File: src/rtl/jhash_packer.sv
// jhash_packer: packs a 32-bit word stream into 3-word a/b/c blocks for the
// jhash core, presenting full blocks with stream_valid and the final partial
// block with stream_done/stream_left. Handles the single-block start kick and
// the post-ack hold-off so stream_done never overlaps the core's mixing.
//
// state      | meaning
// COLLECT    | accepting words into lanes 0..2
// PRESENT    | full block on stream_*, waiting for stream_ack
// FINAL_WAIT | last word captured; waiting for kick decision or hold-off
// KICK       | one-cycle stream_valid to start an idle core (single block)
// FINAL      | stream_done high with final block until hash_done
// END        | message finished; idle until reset
module jhash_packer #(
    parameter int HOLDOFF = 7
) (
    input  logic        clk,
    input  logic        rst,
    input  logic [31:0] in_data,
    input  logic        in_valid,
    input  logic        in_last,
    output logic        in_ready,
    output logic [31:0] stream_data0,
    output logic [31:0] stream_data1,
    output logic [31:0] stream_data2,
    output logic        stream_valid,
    output logic        stream_done,
    output logic [1:0]  stream_left,
    input  logic        stream_ack,
    input  logic        hash_done,
    output logic        msg_done
);

    localparam logic [2:0] COLLECT    = 3'd0;
    localparam logic [2:0] PRESENT    = 3'd1;
    localparam logic [2:0] FINAL_WAIT = 3'd2;
    localparam logic [2:0] KICK       = 3'd3;
    localparam logic [2:0] FINAL      = 3'd4;
    localparam logic [2:0] END        = 3'd5;

    localparam int HW = $clog2(HOLDOFF + 1);

    logic [2:0]    state;
    logic [1:0]    count;
    logic          first_blk;
    logic [HW-1:0] holdoff;
    logic [31:0]   lane0;
    logic [31:0]   lane1;
    logic [31:0]   lane2;
    logic          xfer;

    assign in_ready = (state == COLLECT);
    assign xfer     = in_valid && in_ready;

    // State, lane capture, word count, hold-off timer and msg_done pulse
    always_ff @(posedge clk or posedge rst) begin
        if (rst) begin
            state     <= COLLECT;
            count     <= 2'd0;
            first_blk <= 1'b1;
            holdoff   <= '0;
            lane0     <= 32'd0;
            lane1     <= 32'd0;
            lane2     <= 32'd0;
            msg_done  <= 1'b0;
        end else begin
            msg_done <= 1'b0;
            if (holdoff != '0)
                holdoff <= holdoff - HW'(1);
            case (state)
                COLLECT: begin
                    if (xfer) begin
                        case (count)
                            2'd0:    lane0 <= in_data;
                            2'd1:    lane1 <= in_data;
                            default: lane2 <= in_data;
                        endcase
                        if (in_last) begin
                            // count becomes the number of words in the final block
                            count <= count + 2'd1;
                            state <= FINAL_WAIT;
                        end else if (count == 2'd2) begin
                            state <= PRESENT;
                        end else begin
                            count <= count + 2'd1;
                        end
                    end
                end
                PRESENT: begin
                    if (stream_ack) begin
                        holdoff   <= HW'(HOLDOFF - 1);
                        first_blk <= 1'b0;
                        count     <= 2'd0;
                        lane0     <= 32'd0;
                        lane1     <= 32'd0;
                        lane2     <= 32'd0;
                        state     <= COLLECT;
                    end
                end
                FINAL_WAIT: begin
                    // Leave when holdoff is 0 in the cycle FINAL becomes visible,
                    // so done lands exactly HOLDOFF cycles after the ack cycle.
                    if (first_blk)
                        state <= KICK;
                    else if (holdoff <= HW'(1))
                        state <= FINAL;
                end
                KICK: begin
                    state <= FINAL;
                end
                FINAL: begin
                    if (hash_done) begin
                        msg_done <= 1'b1;
                        state    <= END;
                    end
                end
                END: begin
                    state <= END;
                end
                default: begin
                    state <= COLLECT;
                end
            endcase
        end
    end

    assign stream_valid = (state == PRESENT) || (state == KICK);
    assign stream_done  = (state == FINAL);
    assign stream_left  = ((state == FINAL_WAIT) || (state == KICK) || (state == FINAL))
                          ? count : 2'd0;
    assign stream_data0 = (state == END) ? 32'd0 : lane0;
    assign stream_data1 = (state == END) ? 32'd0 : lane1;
    assign stream_data2 = (state == END) ? 32'd0 : lane2;

endmodule

File: config.mk
export PLATFORM = sky130hd
export DESIGN_NAME = jhash_packer
export DESIGN_NICKNAME = d
export VERILOG_FILES = /design/src/rtl/jhash_packer.sv
export SDC_FILE = /design/constraint.sdc
export NUM_CORES = 1
export LEC_CHECK = 0
export BUFFER_PORTS_ARGS = -buffer_cell sky130_fd_sc_hd__buf_2
export CAP_MARGIN = 10
export CELL_PAD_IN_SITES_DETAIL_PLACEMENT = 0
export CELL_PAD_IN_SITES_GLOBAL_PLACEMENT = 1
export CORE_AREA = 3 3 176 92
export CTS_CLUSTER_SIZE = 16
export DETAILED_ROUTE_END_ITERATION = 10
export DIE_AREA = 0 0 179 95
export GPL_TIMING_DRIVEN = 0
export PLACE_DENSITY_LB_ADDON = 0.1
export SYNTH_ARGS = -nofsm -noshare
export SYNTH_HDL_FRONTEND = slang
export SYNTH_SLANG_ARGS = --single-unit
File: constraint.sdc
create_clock -name clk -period 4.8 [get_ports clk]
set_input_delay 0.96 -clock clk [delete_from_list [all_inputs] [get_ports clk]]
set_output_delay 0.96 -clock clk [all_outputs]
set_load 0.02 [all_outputs]
==> results of run 1 <==
==> Yosys cell counts (2+ instances only) <==
| master | n | area [um2] |
|---|---|---|
| o21ai_0 | 2 | 10.01 |
| ha_1 | 6 | 75.07 |
| mux2i_1 | 36 | 360.4 |
| nor2_1 | 9 | 33.78 |
| nor3b_1 | 33 | 247.7 |
| buf_2 | 27 | 135.1 |
| buf_1 | 4 | 15.01 |
| o2bb2ai_1 | 35 | 306.5 |
| dfrtp_1 | 105 | 2628 |
| a221o_1 | 63 | 630.6 |
| nand2b_1 | 4 | 25.02 |
| a211oi_1 | 61 | 457.9 |
| a211o_1 | 3 | 26.28 |
| nand2_1 | 5 | 18.77 |
| nor2b_1 | 4 | 25.02 |
| or2_2 | 2 | 12.51 |
| clkbuf_1 | 41 | 153.9 |
| and3b_1 | 2 | 17.52 |
| and2_1 | 41 | 256.5 |
| a221oi_1 | 2 | 17.52 |
| inv_1 | 68 | 255.2 |
| a21oi_1 | 63 | 315.3 |
==> logic make-up (layout without fill, tap and decap cells) <==
family          Yosys count  count (layout)  synth area share
simple gates            105             105            0.1108
buf+inv                 142             297           0.09379
xor+xnor                  1               1          0.001421
compound gates          234             234            0.2927
mux                      36              36           0.05847
fa+ha+maj                 6               6           0.01218
flops                   106             106            0.4306
==> registers in the layout (all words and copies together), names as in the netlist <==
signal     cells
lane0         32
lane2         32
first_blk      1
state          3
holdoff        3
lane1         32
msg_done       1
count          2
==> layer usage <==
layer / vias to the layer above / share of wire
met5: - / 0
met4: 0 / 0.0096
met3: 21 / 0.072
met2: 198 / 0.42
met1: 2777 / 0.50
li1: 2629 / -
==> where the power goes <==
group	switching (mW)	leakage [nW]	total, mW	internal [mW]
Combinational	0.0550	2.34	0.0910	0.0360
Sequential	0.00220	1.13	0.898	0.895
Clock	0.342	0.134	0.759	0.417
Total	0.399	3.61	1.75	1.35
==> final timing paths <==
kind / endpoint / slack (ns) / depth (start not counted)
worst max-delay path: stream_data0[14] / 1.09 / 7
worst min-delay path: lane0[30]$_DFFE_PP0P_ / 0.51 / 1
worst max register to register: lane1[15]$_DFFE_PP0P_ / 2.49 / 8
worst min register to register: lane0[30]$_DFFE_PP0P_ / 0.51 / 1
max in group asynchronous: first_blk$_DFFE_PP1P_ / 3.52 / 3
min in group asynchronous: lane2[18]$_DFFE_PP0P_ / 0.53 / 2
==> area by class of cell <==
cell class / count / area share
timing repair buffer: 140 / 0.09727
tap: 198 / 0.03332
sequential: 106 / 0.3570
clock buffer: 11 / 0.03265
multi-input combinational: 382 / 0.3943
clock inverter: 4 / 0.007068
inverter: 68 / 0.03501
buffer: 74 / 0.04342
==> worst max-delay path: stages, from the launching register on <==
cell and delay [ns]:
dfrtp_1 0.36, buf_2 0.19, nor2b_1 0.12, clkbuf_1 0.51, nand2_1 0.43, clkbuf_1 0.36
and2_1 0.27, buf_2 0.16
==> stage by stage <==
step	TNS, ns	utilization	instance area, um2	std cells	power [mW]
2_1_floorplan	0	-	6163	630	0.9625
3_3_place_gp	-57.86	0.4886	7107	967	1.003
3_5_place_dp	0	0.4908	7139	968	1.007
4_1_cts	0	0.5111	7435	983	1.763
5_1_grt	0	0.5111	7435	983	1.807
6_report	0	0.5111	7435	983	1.748
==> results.toml, run 1 <==
[outcome]
run_status = "complete, no violations"

[detailed_routing]
dr.first_iter.drc_count = 496
wire_per_inst_um = 20.61
drtAntennaViolNets = 0
routed_wl_mm = 20.26
route.detailed.vias_per_inst = 5.722
via_count = 5625
drt_pre_antenna_iters = 5
drc = 0

[layout]
final_net_count = 825
area_growth_pct = 20.63
layout.cells.most_common_list = "buf_2 (166), dfrtp_1 (105), inv_1 (67)"
multi_input_area_mm2 = 0.002932
regArea_mm2 = 0.002654
mostFrequentLayoutCell = "buf_2"
antenna_cells_inserted = 0
post_route_cells_drive_above_1_share = 0.2408
fill_cells = 1393

[synthesis]
synthesis.nets = 674
synth.yosys.seq_area_share = 0.4306
synth_enable_flop_cells = 0
syn_area_mm2 = 0.006163
synth.ff_latch_count = 106
netlist_instances = 630
synth_cell_types = 36
ys.flop_type = "dfrtp_1"
async_reset_ff_frac = 1.000
syn_avg_cell_area_um2 = 9.783
ys.warnings.count = 0

[die]
die_height_um = 95
placementRows = 31
dieArea_mm2 = 0.01701
start_util = 0.4237
core_area_mm2 = 0.01455
dieWidth_um = 179
pin_count = 140

[global_route]
vias_in_the_first_global_route = 5365
grt.met3_usage = 0.05823
gr-usage-met2 = 0.3513
overflow = 0
grtUsageTotal = 0.2412
antenna_found_initial = 0
grt_first_pass_wirelength_mm = 31.16
grt-busiest-layer = "met1"
grt_max_degree = 91
grt_util_met1 = 0.3652

[timing]
timing.fmax_mhz = 269.3
timing_hold_violations_final = 0
final_period_minus_worst_setup_slack_ns = 3.713
final_ws_setup_ns = 1.087
worst_clock_skew_ns = 0.01105
hold_ws_ns = 0.5081
worst_slew_pin_slew_ns = 0.6455
rsz_0062_raised_after_global_routing = "false"
timing.final.max_slew_violations = 0
timing.max_slew.rel_slack = 0.5696
setup_viol = 0
finalCritPeriodShare = 0.7736

[clock_tree]
post-cts-setup-buffers = 0
clk_path_buf_depth = 2
cts_tree = "yes"
ctsHoldBuffers = 0
clockRootBuffer = "clkbuf_16"
ctsResizeCount = 0
clk_pin_slew_worst_paths_ns = 0.07
cts_sinks = 106
cts-buffers-inserted = 9
cts_htree_levels = 3
clock_insertion_delay_worst_skew_ns = 0.36

[power]
power.leakage_nw = 3.607
power_per_cell_area_mw_per_mm2 = 235.1
worst_ir_drop_vdd_uv = 170.2

[hold_path]
min-delay-start = "lane0[30]$_DFFE_PP0P_"
class_of_the_most_critical_hold_timing_path = "flop to flop"

[place]
final_weighted_congestion_in_routability_driven_placement = 0.7951
numPortBuffers = 139
post-place-ws_ns = 1.495
dpl_hpwl_mm = 14.81

[setup_path]
critical_path.reg2reg.startpoint = "count[1]$_DFFE_PP0P_"
cp_max_fo = 10
worstPathRequired_ns = 3.84
crit_path_end_kind = "primary output"
cp-startpoint = "state[1]$_DFFE_PP0P_"
cp-start-kind = "flop"
timing_worst_setup_path_type = "flop to primary output"
timing.critical_path.arrival_ns = 2.75

[job]
maxCapViolCount = 0
(Power assumes the default switching activity.)
==> run 2: changes to the inputs <==
--- a/config.mk
+++ b/config.mk
@@ -9,10 +9,10 @@
 export CAP_MARGIN = 10
 export CELL_PAD_IN_SITES_DETAIL_PLACEMENT = 0
 export CELL_PAD_IN_SITES_GLOBAL_PLACEMENT = 1
-export CORE_AREA = 3 3 176 92
+export CORE_AREA = 3 3 185 97
 export CTS_CLUSTER_SIZE = 16
 export DETAILED_ROUTE_END_ITERATION = 10
-export DIE_AREA = 0 0 179 95
+export DIE_AREA = 0 0 188 100
 export GPL_TIMING_DRIVEN = 0
 export PLACE_DENSITY_LB_ADDON = 0.1
 export SYNTH_ARGS = -nofsm -noshare
==> constraint.sdc (replaced) <==
create_clock -name clk -period 3.4 [get_ports clk]
set_input_delay 0.68 -clock clk [delete_from_list [all_inputs] [get_ports clk]]
set_output_delay 0.68 -clock clk [all_outputs]
set_load 0.02 [all_outputs]
==> run 2 against run 1 <==
  * Largest power group unchanged
  * Combinational power grew 48%
  * Design area grew 0.94%
  * Sequential power grew 41%
  * Setup slack lost 0.96 ns
  * Final cell count grew 3.0%
  * Clock skew shrank 0.0025 ns
  * Sequential cell count is the same
  * Non-clock buffer count grew 2
  * Via count grew 0.66%
==> results.toml, run 2 (synthesized netlist as in run 1, its figures left out) <==
[timing]
setup_total_negative_slack_ns = 0
finalCritPeriodShare = 0.9619
timing.fmax_mhz = 305.8
final_period_minus_worst_setup_slack_ns = 3.271
worst_slew_pin_slew_ns = 0.6414
timing_hold_violations_final = 0
timing.final.max_slew_violations = 0
setup_viol = 0
worst_clock_skew_ns = 0.008529
timing.max_slew.rel_slack = 0.5724
rsz_0062_raised_after_global_routing = "false"

[clock_tree]
clk_pin_slew_worst_paths_ns = 0.07
post-cts-setup-buffers = 0
ctsResizeCount = 0
cts_sinks = 106
cts_tree = "yes"
cts-buffers-inserted = 9
clockRootBuffer = "clkbuf_16"
clock_insertion_delay_worst_skew_ns = 0.35
cts_htree_levels = 3
clk_path_buf_depth = 2
ctsHoldBuffers = 0

[detailed_routing]
drt_pre_antenna_iters = 5
via_count = 5662
drc = 0
routed_wl_mm = 21.13
drtAntennaViolNets = 0
route.detailed.vias_per_inst = 5.595
wire_per_inst_um = 20.88
dr.first_iter.drc_count = 481

[setup_path]
timing.critical_path.cells = "buf_2, buf_2, clkbuf_1, clkbuf_1, a21oi_1, buf_2"
timing.critical_path.arrival_ns = 2.59
crit_buf_inv = 5
cp_slowest_stage_delay_ns = 0.50
timing_worst_setup_path_type = "flop to primary output"
worst_r2r_path_depth = 8
crit_path_end_kind = "primary output"
cp-start-kind = "flop"
cp_max_fo = 10
worstPathRequired_ns = 2.72
worst_path_dominant_cell_family = "buffers and inverters"
critical_path_depth = 6
timing.critical_path.mode_cell = "buf_2"
worst_path_max_delay_cell = "clkbuf_1"

[place]
placement.cell_area_mm2 = 0.007207
dpl_hpwl_mm = 15.76
numPortBuffers = 139
final_weighted_congestion_in_routability_driven_placement = 0.8068
placed_cells_incl_taps = 999

[layout]
mostFrequentLayoutCell = "buf_2"
finish.instance_area_mm2 = 0.007505
final_net_count = 827
antenna_cells_inserted = 0
post_route_cells_drive_above_1_share = 0.2420
layout.cells.most_common_list = "buf_2 (166), dfrtp_1 (105), inv_1 (67)"
final_core_utilization = 0.4601
post_layout_nonfiller_instances = 1012
largestRegisters = "lane0: 32 flops, lane1: 32 flops, lane2: 32 flops"
area_growth_pct = 21.76

[die]
die_height_um = 100
placementRows = 33
start_util = 0.3779
pin_count = 140
core_area_mm2 = 0.01631
dieArea_mm2 = 0.01880
dieWidth_um = 188

[power]
power_per_cell_area_mw_per_mm2 = 335.2
power.clock.fraction = 0.443
power.share.sequential = 0.504
sw_frac_of_total = 0.2234
power.leakage_nw = 3.627
net_load_switching_power_uw = 561.9
p_int_mw = 1.954
worst_ir_drop_vdd_uv = 280.3
combinationalPowerShare = 0.054
power.total_mw = 2.516

[global_route]
grtUsageTotal = 0.2254
grt_max_degree = 40
overflow = 0
vias_in_the_first_global_route = 5656
antenna_found_initial = 0
grt_first_pass_wirelength_mm = 33.13

[hold_path]
class_of_the_most_critical_hold_timing_path = "primary input to async pin"

[job]
maxCapViolCount = 0

[outcome]
run_status = "complete, no violations"
run 2: final timing paths:
kind                                  startpoint                    end  slack, ns
setup / recovery            state[0]$_DFFE_PP0P_        stream_data2[8]       0.13
hold / removal                               rst  lane0[11]$_DFFE_PP0P_       0.29
setup reg to reg            count[1]$_DFFE_PP0P_  lane1[10]$_DFFE_PP0P_       1.01
hold reg to reg            lane0[14]$_DFFE_PP0P_  lane0[14]$_DFFE_PP0P_       0.51
max in group asynchronous                    rst  first_blk$_DFFE_PP1P_       2.05
min in group clk           lane0[14]$_DFFE_PP0P_  lane0[14]$_DFFE_PP0P_       0.51
run 2: layer usage:
layer,wire length (um),GRT usage,part of all wire
met1,10970,0.3487,0.52
met2,8957,0.3319,0.42
met3,1113,0.04431,0.053
met4,92,0.03226,0.0044
met5,0,0,0
run 2: cell type report:
cell class / instances / area [um2]
Multi-Input combinational cell: 382 / 2932
Clock buffer: 10 / 229.0
Clock inverter: 3 / 67.56
Buffer: 74 / 324.1
Tap cell: 227 / 284.0
Inverter: 68 / 259.0
Sequential cell: 106 / 2654
Fill cell: 1643 / 8805
Timing Repair Buffer: 142 / 755.7
run 2: power groups by stage:
stage	registers (mW)	clock network, mW	logic [mW]
floorplan	1.29	0	0.0679
global placement	1.29	0	0.127
detailed placement	1.29	0	0.136
CTS	1.27	1.14	0.136
global route	1.27	1.18	0.149
finish	1.27	1.11	0.135
run 2: worst reg2reg max path, delay by kind of cell, from the launching register on:
family                   cells  cell delay [ns]
AND/OR/NAND/NOR              2             0.35
AO/OA/AOI/OAI                1             0.19
buffers and inverters        4             1.13
flip-flops                   1             0.40
adder cells (fa/ha/maj)      1             0.24
run 2: through the flow:
stage          hold slack (ns)  worst slack [ns]
3_5_place_dp            0.4883            0.4218
3_3_place_gp            0.4853            0.4255
4_1_cts                 0.2869           0.02951
5_1_grt                 0.3050           0.01315
6_report                0.2887            0.1295
2_1_floorplan           0.4688            0.9752
==> run 3: changes to the inputs <==
--- a/config.mk
+++ b/config.mk
@@ -5,6 +5,7 @@
 export SDC_FILE = /design/constraint.sdc
 export NUM_CORES = 1
 export LEC_CHECK = 0
+export ABC_CLOCK_PERIOD_IN_PS = 2840
 export BUFFER_PORTS_ARGS = -buffer_cell sky130_fd_sc_hd__buf_2
 export CAP_MARGIN = 10
 export CELL_PAD_IN_SITES_DETAIL_PLACEMENT = 0
@@ -15,6 +16,7 @@
 export DIE_AREA = 0 0 188 100
 export GPL_TIMING_DRIVEN = 0
 export PLACE_DENSITY_LB_ADDON = 0.1
+export SLEW_MARGIN = 15
 export SYNTH_ARGS = -nofsm -noshare
 export SYNTH_HDL_FRONTEND = slang
 export SYNTH_SLANG_ARGS = --single-unit
==> constraint.sdc (replaced) <==
create_clock -name clk -period 2.84 [get_ports clk]
set_input_delay 0.568 -clock clk [delete_from_list [all_inputs] [get_ports clk]]
set_output_delay 0.568 -clock clk [all_outputs]
set_load 0.02 [all_outputs]
==> run 3 against run 2 <==
  * Hold slack worse by 0.12 ns
  * Sequential share of layout area down 0.42 points
  * Sequential cell count unchanged
  * Setup slack worse by 0.020 ns
  * Sequential power up 20%
  * Non-clock buffer count up 1
  * Core utilization up 0.55 points
  * Wire length up 1.2%
  * Final cell count up 0.40%
  * Clock-buffer cell count up 2
  * Critical path type unchanged
  * Critical endpoint is now stream_data1[20]
  * Largest power group unchanged
  * Highest routed layer unchanged
==> results.toml, run 3 (synthesized netlist as in run 1, its figures left out) <==
[global_route]
grtUsageTotal = 0.2288
grt_max_degree = 32
antenna_found_initial = 0
grt_first_pass_wirelength_mm = 33.31
overflow = 0
vias_in_the_first_global_route = 5623

[power]
net_load_switching_power_uw = 703.6
power.total_mw = 3.131
p_int_mw = 2.427
power.leakage_nw = 3.688
sw_frac_of_total = 0.2247
power_per_cell_area_mw_per_mm2 = 412.3
combinationalPowerShare = 0.053
worst_ir_drop_vdd_uv = 291.4
power.clock.fraction = 0.462
power.share.sequential = 0.484

[outcome]
run_status = "complete, no violations"

[setup_path]
worst_path_dominant_cell_family = "buffers and inverters"
rr_endpoint = "lane1[1]$_DFFE_PP0P_"
timing.critical_path.arrival_ns = 2.16
critical_path.reg2reg.startpoint = "count[1]$_DFFE_PP0P_"
cp_slowest_stage_delay_ns = 0.37
cp-startpoint = "state[0]$_DFFE_PP0P_"
crit_buf_inv = 5
crit_path_end_kind = "primary output"
timing.critical_path.mode_cell = "buf_2"
worst_r2r_path_depth = 8
worstPathRequired_ns = 2.27
cp-start-kind = "flop"
cp_max_fo = 10
timing_worst_setup_path_type = "flop to primary output"
worst_path_max_delay_cell = "dfrtp_1"
timing.critical_path.cells = "buf_2, buf_2, clkbuf_4, buf_2, a21oi_1, buf_2"
rrSetupSlack_ns = 0.47

[clock_tree]
cts-buffers-inserted = 9
ctsHoldBuffers = 0
post-cts-setup-buffers = 0
cts_sinks = 106
cts_htree_levels = 3
cts_tree = "yes"
clk_pin_slew_worst_paths_ns = 0.08
clockRootBuffer = "clkbuf_16"
clock_insertion_delay_worst_skew_ns = 0.36
ctsResizeCount = 7
clk_path_buf_depth = 2

[detailed_routing]
met2_wirelength_mm = 8.983
wire_per_inst_um = 21.04
highest-signal-layer = "met4"
route.detailed.vias_per_inst = 5.588
routed_wl_mm = 21.38
via_count = 5677
dr.first_iter.drc_count = 435
routedLengthMet1_mm = 10.87
drtAntennaViolNets = 0
drt_pre_antenna_iters = 5
drc = 0
route.met3.wl_mm = 1.333

[timing]
timing_hold_violations_final = 0
timing.max_slew.rel_slack = 0.5659
rsz_0062_raised_after_global_routing = "false"
final_ws_setup_ns = 0.1095
setup_viol = 0
final_period_minus_worst_setup_slack_ns = 2.731
timing.final.max_slew_violations = 0
timing.fmax_mhz = 366.2
worst_slew_pin_slew_ns = 0.6511
finalCritPeriodShare = 0.9615
worst_clock_skew_ns = 0.009581
hold_ws_ns = 0.1670

[die]
die_height_um = 100
core_area_mm2 = 0.01631
pin_count = 140
dieWidth_um = 188
placementRows = 33
start_util = 0.3779
dieArea_mm2 = 0.01880

[job]
maxCapViolCount = 0

[place]
post-place-ws_ns = -0.004959
dpl_hpwl_mm = 15.88
numPortBuffers = 139
final_weighted_congestion_in_routability_driven_placement = 0.8068

[layout]
post_route_cells_drive_above_1_share = 0.2586
final_core_utilization = 0.4657
final_net_count = 828
mostFrequentLayoutCell = "buf_2"
layout.cells.most_common_list = "buf_2 (168), dfrtp_1 (105), inv_1 (67)"
area_growth_pct = 23.22
antenna_cells_inserted = 0
largestRegisters = "lane0: 32 flops, lane1: 32 flops, lane2: 32 flops"

[hold_path]
class_of_the_most_critical_hold_timing_path = "primary input to async pin"
[run 3: worst max-delay path by stage]
stage / to / slack [ns] / cells past startpoint
4_1_cts: stream_data0[4] / 0.02 / 6
5_1_grt: stream_left[0] / 0.03 / 6
3_5_place_dp: stream_data0[15] / -0.005 / 7
6_report: stream_data1[20] / 0.11 / 6
3_3_place_gp: stream_data0[14] / -0.02 / 7
2_1_floorplan: stream_left[0] / 0.53 / 5
[run 3: cell type report]
cell class,instances,area [um2]
repair buffers,143,783.3
multi-input cells,382,2934
clock inverters,4,72.57
clock buffers,12,266.5
flip-flops and latches,106,2654
inverters,68,259.0
plain buffers,74,341.6
well taps,227,284.0
fillers,1631,8715
[run 3: power groups by stage]
stage,clock (mW),sequential (mW),combinational [mW]
floorplan,0,1.55,0.0813
global placement,0,1.55,0.152
detailed placement,0,1.55,0.168
CTS,1.48,1.52,0.168
global route,1.53,1.52,0.185
finish,1.45,1.52,0.166
[run 3: per-layer routing]
layer,global-route usage,vias up
li1,-,2642
met1,0.3488,2818
met2,0.3398,197
met3,0.04780,20
met4,0.03571,0
met5,0,-
[run 3: worst reg2reg max path: stages, from the launching register on]
cell,delay (ns)
dfrtp_1,0.40
inv_1,0.16
ha_1,0.24
and3b_1,0.17
clkbuf_1,0.32
and2_1,0.18
clkbuf_1,0.32
buf_2,0.33
a221o_1,0.19
[run 3: through the flow]
stage	std cells	TNS, ns	area (um2)
after global placement	996	-0.04955	7147
final	1016	0	7595
after detailed placement	1000	-0.006976	7234
after floorplan	630	0	6167
after global routing	1016	0	7595
after CTS	1016	0	7584
